## src/rtl/if_id_queue.sv

```systemverilog
// IF/ID pipeline stage with a DEPTH-entry instruction queue ahead of the decode slot.
// Hazard stalls fill the queue, memory stalls freeze everything, and a flush seen during a memory stall is deferred.
module if_id_queue #(
    parameter int unsigned       ADDR_W   = 32,
    parameter int unsigned       INST_W   = 32,
    parameter int unsigned       DEPTH    = 2,
    parameter logic [INST_W-1:0] NOP_INST = 32'hFC000000
) (
    input  logic                         clk_i,
    input  logic                         rst_i,
    input  logic [ADDR_W-1:0]            inst_addr_i,
    input  logic [INST_W-1:0]            inst_i,
    input  logic                         valid_i,
    output logic                         ready_o,
    input  logic                         hd_i,
    input  logic                         memstall_i,
    input  logic                         flush_i,
    output logic [INST_W-1:0]            inst_o,
    output logic [ADDR_W-1:0]            inst_addr_o,
    output logic                         valid_o,
    output logic [5:0]                   op_o,
    output logic [4:0]                   rs_o,
    output logic [4:0]                   rt_o,
    output logic [4:0]                   rd_o,
    output logic [15:0]                  imm_o,
    output logic [25:0]                  jaddr_o,
    output logic [$clog2(DEPTH+1)-1:0]   count_o
);

    localparam int unsigned CW = $clog2(DEPTH + 1);
    localparam int unsigned PW = (DEPTH > 1) ? $clog2(DEPTH) : 1;

    logic [ADDR_W-1:0] addr_mem_q [DEPTH];
    logic [INST_W-1:0] inst_mem_q [DEPTH];

    logic [PW-1:0]     head_q, head_d, tail_q, tail_d;
    logic [CW-1:0]     count_q, count_d;
    logic [INST_W-1:0] inst_q, inst_d;
    logic [ADDR_W-1:0] addr_q, addr_d;
    logic              valid_q, valid_d;
    logic              flush_pend_q, flush_pend_d;
    logic              push, eff_flush, wr_en;

    function automatic logic [PW-1:0] next_ptr(input logic [PW-1:0] p);
        return (p == PW'(DEPTH - 1)) ? '0 : p + PW'(1);
    endfunction

    // Derived from the registered count, so a same-cycle pop never reopens ready.
    assign ready_o   = !memstall_i && (count_q < CW'(DEPTH));
    assign push      = valid_i && ready_o;
    assign eff_flush = flush_i || flush_pend_q;

    always_comb begin
        head_d       = head_q;
        tail_d       = tail_q;
        count_d      = count_q;
        inst_d       = inst_q;
        addr_d       = addr_q;
        valid_d      = valid_q;
        flush_pend_d = flush_pend_q;
        wr_en        = 1'b0;

        if (memstall_i) begin
            if (flush_i) flush_pend_d = 1'b1;
        end else if (eff_flush) begin
            // Any push this cycle is swallowed along with the queue contents.
            head_d       = '0;
            tail_d       = '0;
            count_d      = '0;
            inst_d       = NOP_INST;
            valid_d      = 1'b0;
            flush_pend_d = 1'b0;
        end else if (hd_i) begin
            if (push) begin
                wr_en   = 1'b1;
                tail_d  = next_ptr(tail_q);
                count_d = count_q + CW'(1);
            end
        end else if (count_q != '0) begin
            inst_d  = inst_mem_q[head_q];
            addr_d  = addr_mem_q[head_q];
            valid_d = 1'b1;
            head_d  = next_ptr(head_q);
            if (push) begin
                wr_en  = 1'b1;
                tail_d = next_ptr(tail_q);
            end else begin
                count_d = count_q - CW'(1);
            end
        end else if (push) begin
            inst_d  = inst_i;
            addr_d  = inst_addr_i;
            valid_d = 1'b1;
        end else begin
            inst_d  = NOP_INST;
            valid_d = 1'b0;
        end
    end

    always_ff @(posedge clk_i or posedge rst_i) begin
        if (rst_i) begin
            head_q       <= '0;
            tail_q       <= '0;
            count_q      <= '0;
            inst_q       <= NOP_INST;
            addr_q       <= '0;
            valid_q      <= 1'b0;
            flush_pend_q <= 1'b0;
        end else begin
            head_q       <= head_d;
            tail_q       <= tail_d;
            count_q      <= count_d;
            inst_q       <= inst_d;
            addr_q       <= addr_d;
            valid_q      <= valid_d;
            flush_pend_q <= flush_pend_d;
        end
    end

    // Queue storage needs no reset: occupancy is tracked by count_q.
    always_ff @(posedge clk_i) begin
        if (wr_en) begin
            inst_mem_q[tail_q] <= inst_i;
            addr_mem_q[tail_q] <= inst_addr_i;
        end
    end

    assign inst_o      = inst_q;
    assign inst_addr_o = addr_q;
    assign valid_o     = valid_q;
    assign count_o     = count_q;
    assign op_o        = inst_q[31:26];
    assign rs_o        = inst_q[25:21];
    assign rt_o        = inst_q[20:16];
    assign rd_o        = inst_q[15:11];
    assign imm_o       = inst_q[15:0];
    assign jaddr_o     = inst_q[25:0];

endmodule

```

## config.mk

```make
export PLATFORM = sky130hd
export DESIGN_NAME = if_id_queue
export DESIGN_NICKNAME = d
export VERILOG_FILES = /design/src/rtl/if_id_queue.sv
export SDC_FILE = /design/constraint.sdc
export NUM_CORES = 1
export LEC_CHECK = 0
export ABC_AREA = 0
export BUFFER_PORTS_ARGS = -buffer_cell sky130_fd_sc_hd__buf_2
export CORE_ASPECT_RATIO = 1.2
export CORE_MARGIN = 10
export CORE_UTILIZATION = 40
export CTS_BUF_LIST = sky130_fd_sc_hd__clkbuf_4 sky130_fd_sc_hd__clkbuf_8
export CTS_CLUSTER_SIZE = 40
export DETAILED_ROUTE_END_ITERATION = 16
export SLEW_MARGIN = 5
export SYNTH_ARGS = -nofsm -noshare
export SYNTH_HDL_FRONTEND = slang
export SYNTH_SLANG_ARGS = --single-unit
```

## constraint.sdc

```tcl
create_clock -name clk_i -period 3.5 [get_ports clk_i]
set_input_delay 0.7 -clock clk_i [delete_from_list [all_inputs] [get_ports clk_i]]
set_output_delay 0.7 -clock clk_i [all_outputs]
set_load 0.02 [all_outputs]
```

; ---- Word-level counts from Yosys, hierarchy flattened
; Memories as Yosys holds them, arrays and structs flattened.
; Index checks and enable logic that the tools add are counted.
[word_totals]
input_bits = 70
ram_bits = 128
output_inout_bits = 131
regBits = 70
mem_count = 2
elab_cells = 69
[classes]
mux = 33
addsub = 4
bitwise_logic = 3
eq_ne = 4
order_cmp = 1
n_reduce_logical = 15
[memory_table]
columns = memory, depth, word_bits, rd, rd_clocked_by_memory_dff, write_ports, line
row1 = addr_mem_q, 2, 32, 1, 0, 1, 33  ; logic [ADDR_W-1:0] addr_mem_q [DEPTH];
row2 = inst_mem_q, 2, 32, 1, 0, 1, 34  ; logic [INST_W-1:0] inst_mem_q [DEPTH];
[ops]
columns = op, count
row1 = $mux W32, 6
row2 = $mux W1, 22
row3 = $mux W2, 5
row4 = $reduce_and A4 Y1, 2
row5 = $reduce_bool A2 Y1, 4
row6 = $reduce_and A2 Y1, 3
row7 = $ne A2 B1 Y1 const B, 2
row8 = $ne A3 B1 Y1 const B, 1
row9 = $ne A3 B2 Y1 const B, 1
row10 = $not A1 Y1, 3
row11 = $reduce_and A3 Y1, 1
row12 = $reduce_bool A3 Y1, 1
row13 = $add A1 B1 Y1 const B, 2
row14 = $add A2 B1 Y2 const B, 1
row15 = $logic_and A1 B1 Y1, 2
row16 = $lt A2 B2 Y1 const B, 1
row17 = $sub A2 B1 Y2 const B, 1
row18 = $logic_not A1 Y1, 1
row19 = $logic_or A1 B1 Y1, 1

; ---- Depth between registers and ports, before layout
[depth]
ltp_word = 10
mapped_depth = 6
depth_no_buf = 3

; ---- Least setup slack after synthesis
; OpenSTA, ideal clock, no wires.
[synth_path]
kind = input port to flip-flop
startpoint = input port memstall_i
endpoint = memory addr_mem_q[1][0], enable pin
setup_time_ns = 0.429
setup_slack_ns = 0.244
t_arrival_ns = 2.827
t_required_ns = 3.071
path_stages = 4
n_path_buf = 1
cell_sequence = clkbuf_1 nor3b_1 and2_1 and3_1
[synth_between]
elab_chain_len = 10
[synth_lines]
columns = item, line
row1 = from (decl), 16  ; input logic memstall_i,
row2 = $logic_not A1 Y1, 49  ; assign ready_o = !memstall_i && (count_q < CW'(DEPTH));
row3 = $logic_and A1 B1 Y1, 49
row4 = $logic_and A1 B1 Y1, 50  ; assign push = valid_i && ready_o;
row5 = $mux W1, "74, 84"
row6 = $mux W1, 79  ; end else if (count_q != '0) begin
row7 = $mux W1, 73  ; end else if (hd_i) begin
row8 = $mux W1, 65  ; end else if (eff_flush) begin
row9 = $mux W1 *, 63  ; if (memstall_i) begin
row10 = $mux W1 *, 122  ; if (wr_en) begin
row11 = $mux W1 (not written as such) *, 124  ; addr_mem_q[tail_q] <= inst_addr_i;
row12 = to (decl), 33
; Every way passes the cells marked *; elsewhere a longest branch is shown, timed or not.

; ---- Worst setup path in the final report
[layout_path]
startpoint = register count_q[1], in the netlist count_o[1]
endpoint = memory inst_mem_q[1][9], enable pin
[layout_between]
elab_chain_len = 10
elab_cells_between_ends = 11
classes_between = order compare (1) / mux (7) / reduce/logical (3)
[layout_lines]
columns = item, line
row1 = from (decl), 37  ; logic [CW-1:0] count_q, count_d;
row2 = from (signal assigned), 112  ; count_q <= count_d;
row3 = $lt A2 B2 Y1, 49
row4 = $logic_and A1 B1 Y1, 49
row5 = $logic_and A1 B1 Y1, 50
row6 = $mux W1, "74, 84"
row7 = $mux W1, 79
row8 = $mux W1 *, 73
row9 = $mux W1 *, 65
row10 = $mux W1 *, 63
row11 = $mux W1 *, 122
row12 = $mux W1 (not written as such) *, 123  ; inst_mem_q[tail_q] <= inst_i;
row13 = to (decl), 34
; Marked as above.

==> run metrics <==
Final Worst Setup Slack 1.28 ns; Longest Clk Path Bufs 2; Synth Area in Adders 0; total global-route track usage 0.144; cell count after synthesis 529; setup TNS 0 ns; sequential power share 0.538; CP startpoint kind register; Fin. Hold Viols 0; post-route DRC violation count 0; top layer in use met4; CP max FO 42; R2R cell count 4; Net Switching 1.47 mW; Final period util 0.633; global-route wire length before repair 30.0 mm; Placement Rows 57; post-synthesis xor/xnor area fraction 0.00105; sw frac 0.282; LEAKAGE about 3.8 nW; Horiz. Die Dim 152 µm; syn_nets 599; worst vdd ir about 0.28 mV; mux contribution to synthesized area 0.0901; DIE AREA between 20000 and 30000 µm²; main flop type after synthesis edfxtp_1; Iter 0 DRT Violations between 200 and 300; Pins Over Slew Limit 0; CTS buffer count 17; Fmax 451 MHz; RR Startpoint count_o[1]$_DFFE_PP0P_; Overflow after GRT 0; starting density of the core 0.408; Via-to-Cell Ratio about 5.3; r2r setup slk 1.28 ns; routed vias 4973; worst-margin pin slew around 1.1 ns; Metal-1 WL just under 8 mm; Logic pwr share 0.165; Clock transition at path regs 0.10 ns; Fin Clk Skew 0.0131 ns; DP Area 9080 µm²; power share of the clock group 0.296; worst-path cell chain nor3b_1, and2_1, and3_2, buf_4; largest net degree at the start of global routing 67; Final Setup Violations 0; WL final a little under 20 mm; initial antenna violation count 2; area fraction of the dominant cell type after synthesis 0.463; final core utilization 0.468; port bufs 200; most common cell after layout, fill and taps aside buf_2; hpwl dp 12.5 mm; routed length per placed instance about 21 µm; largest family of logic cells by synthesized area compound AO/OA/AOI/OAI gates; Die H 178 µm; RSZ-0062 raised after global routing false; crit path DAT between 2 and 2.5 ns; Pre-antenna DRT Iters 4; number of flops mapped to enable cells by yosys 128; Final ANT Viol Nets 0; post_cts resized 0; hold_buf cts 0; Critical path origin count_o[1]$_DFFE_PP0P_; clock root buffer clkbuf_8; Synth Area in Compound Gates 0.129; crit end category register; fin area 9510 µm²; Slew Limit Headroom 0.285; metal2 WL 9.68 mm; Core ar. 20300 µm²; max_cap viols 0; Clock Sinks 198; synthesized flop and latch total 198; fraction of registers with async set/reset 0.354; CTS H-Tree Depth 4; Crit-path slowest cell dfrtp_1; met3 routed WL 1.48 mm; I/O Pins 201; share of cells above drive strength 1 0.443; largest cells by area after synthesis edfxtp_1 (46%), dfrtp_1 (19%), buf_4 (6.1%), mux2_2 (5.2%), a2bb2oi_1 (3.9%); WP buf/inv 1; Yosys cell types 40; Post-layout nets 730; clock latency on the worst-skew pair 0.47 ns; simple-gate portion of the synthesized area 0.0232; CP max stage delay about 0.57 ns; Yosys top cell by area edfxtp_1; Data required, critical path 3.60 ns; most frequent cells in the layout buf_2 (200), edfxtp_1 (128), dfrtp_1 (63); Min Hold Slack around 0.36 ns; post-CTS setup buffers 0; Final min period 2.22 ns; vias in the first global route roughly 5.3k; Post-Place Setup Slack between 0.8 and 0.9 ns; outcome completed; number of synthesis warnings 0; PwrDens 546 nW/µm²; Worst path top cell family by delay simple AND/OR/NAND/NOR gates; sequential area share after synthesis 0.675; Post-Syn Area 8300 µm²; Reg-to-Reg End inst_mem_q[1][9]$_DFFE_PP_; Layout area overhead 14.6%; syn avg cell area 15.7 µm²; Int Pwr 3.73 mW; Min-Delay Path Class in2async; Placer Congestion 0.773; CTS tree done; CP Class reg2reg
-- registers in the layout (all words and copies together) (netlist names) --
name	flops
tail_q	1
addr_mem_q	64
valid_o	1
inst_mem_q	64
count_o	2
inst_o	32
inst_addr_o	32
flush_pend_q	1
head_q	1
-- layer usage --
metal  global-route usage  vias up
met4               0.0585        0
li1                     -     2254
met3               0.0298       23
met2                0.242      178
met5                    0        -
met1                0.176     2518
-- worst reg2reg max path, cell delays in order, from the launching register on --
cell     delay (ns)
dfrtp_1        0.57
nor3b_1        0.35
and2_1         0.20
and3_2         0.19
buf_4          0.52
-- worst max path at each step --
stage / endpoint / slack [ns] / cells after the start
finish: inst_mem_q[1][9]$_DFFE_PP_ / 1.28 / 4
global route: inst_mem_q[1][9]$_DFFE_PP_ / 1.11 / 4
CTS: inst_addr_o[2]$_DFFE_PP0P_ / 1.26 / 4
detailed placement: inst_addr_o[5]$_DFFE_PP0P_ / 0.82 / 5
global placement: inst_addr_o[3]$_DFFE_PP0P_ / 0.96 / 5
floorplan: addr_mem_q[1][0]$_DFFE_PP_ / 0.24 / 4
-- synth_stat cells (2+ instances only) --
master and number:
edfxtp_1 128, buf_4 68, dfrtp_1 64, mux2_2 38, a2bb2oi_1 37, mux2i_1 32
o22ai_1 31, a22o_1 27, o2bb2ai_1 27, buf_2 19, clkbuf_1 8, dfstp_2 6
nand2_1 5, nor2_1 5, buf_6 3, nor2b_1 3, inv_1 2, nor3b_1 2
nor4_1 2, o211ai_1 2
-- final cells by class --
class	instances	area (µm²)
Timing Repair Buffer	211	1100
Fill cell	1852	10800
Clock inverter	11	139
Inverter	2	8.76
Antenna cell	2	5.00
Sequential cell	198	5610
Multi-Input combinational cell	230	2040
Tap cell	265	332
Clock buffer	21	289
-- through the flow --
stage	std cells	power, mW
global placement	906	3.70
floorplan	529	3.39
global route	940	5.42
CTS	938	5.26
finish	940	5.20
detailed placement	906	3.72
-- logic make-up after synthesis --
family / after synthesis
flip-flops: 198
AO/OA/AOI/OAI: 131
multiplexers: 70
AND/OR/NAND/NOR: 28
XOR/XNOR: 1
buffers and inverters: 101
-- power groups by stage --
stage          Combinational, mW  Sequential [mW]  Clock (mW)
6_report                   0.860             2.80        1.54
5_1_grt                    0.921             2.82        1.68
4_1_cts                    0.875             2.80        1.58
3_5_place_dp               0.876             2.85           0
3_3_place_gp               0.857             2.84           0
2_1_floorplan              0.420             2.97           0
No activity file was read; power rests on OpenSTA's default activity.
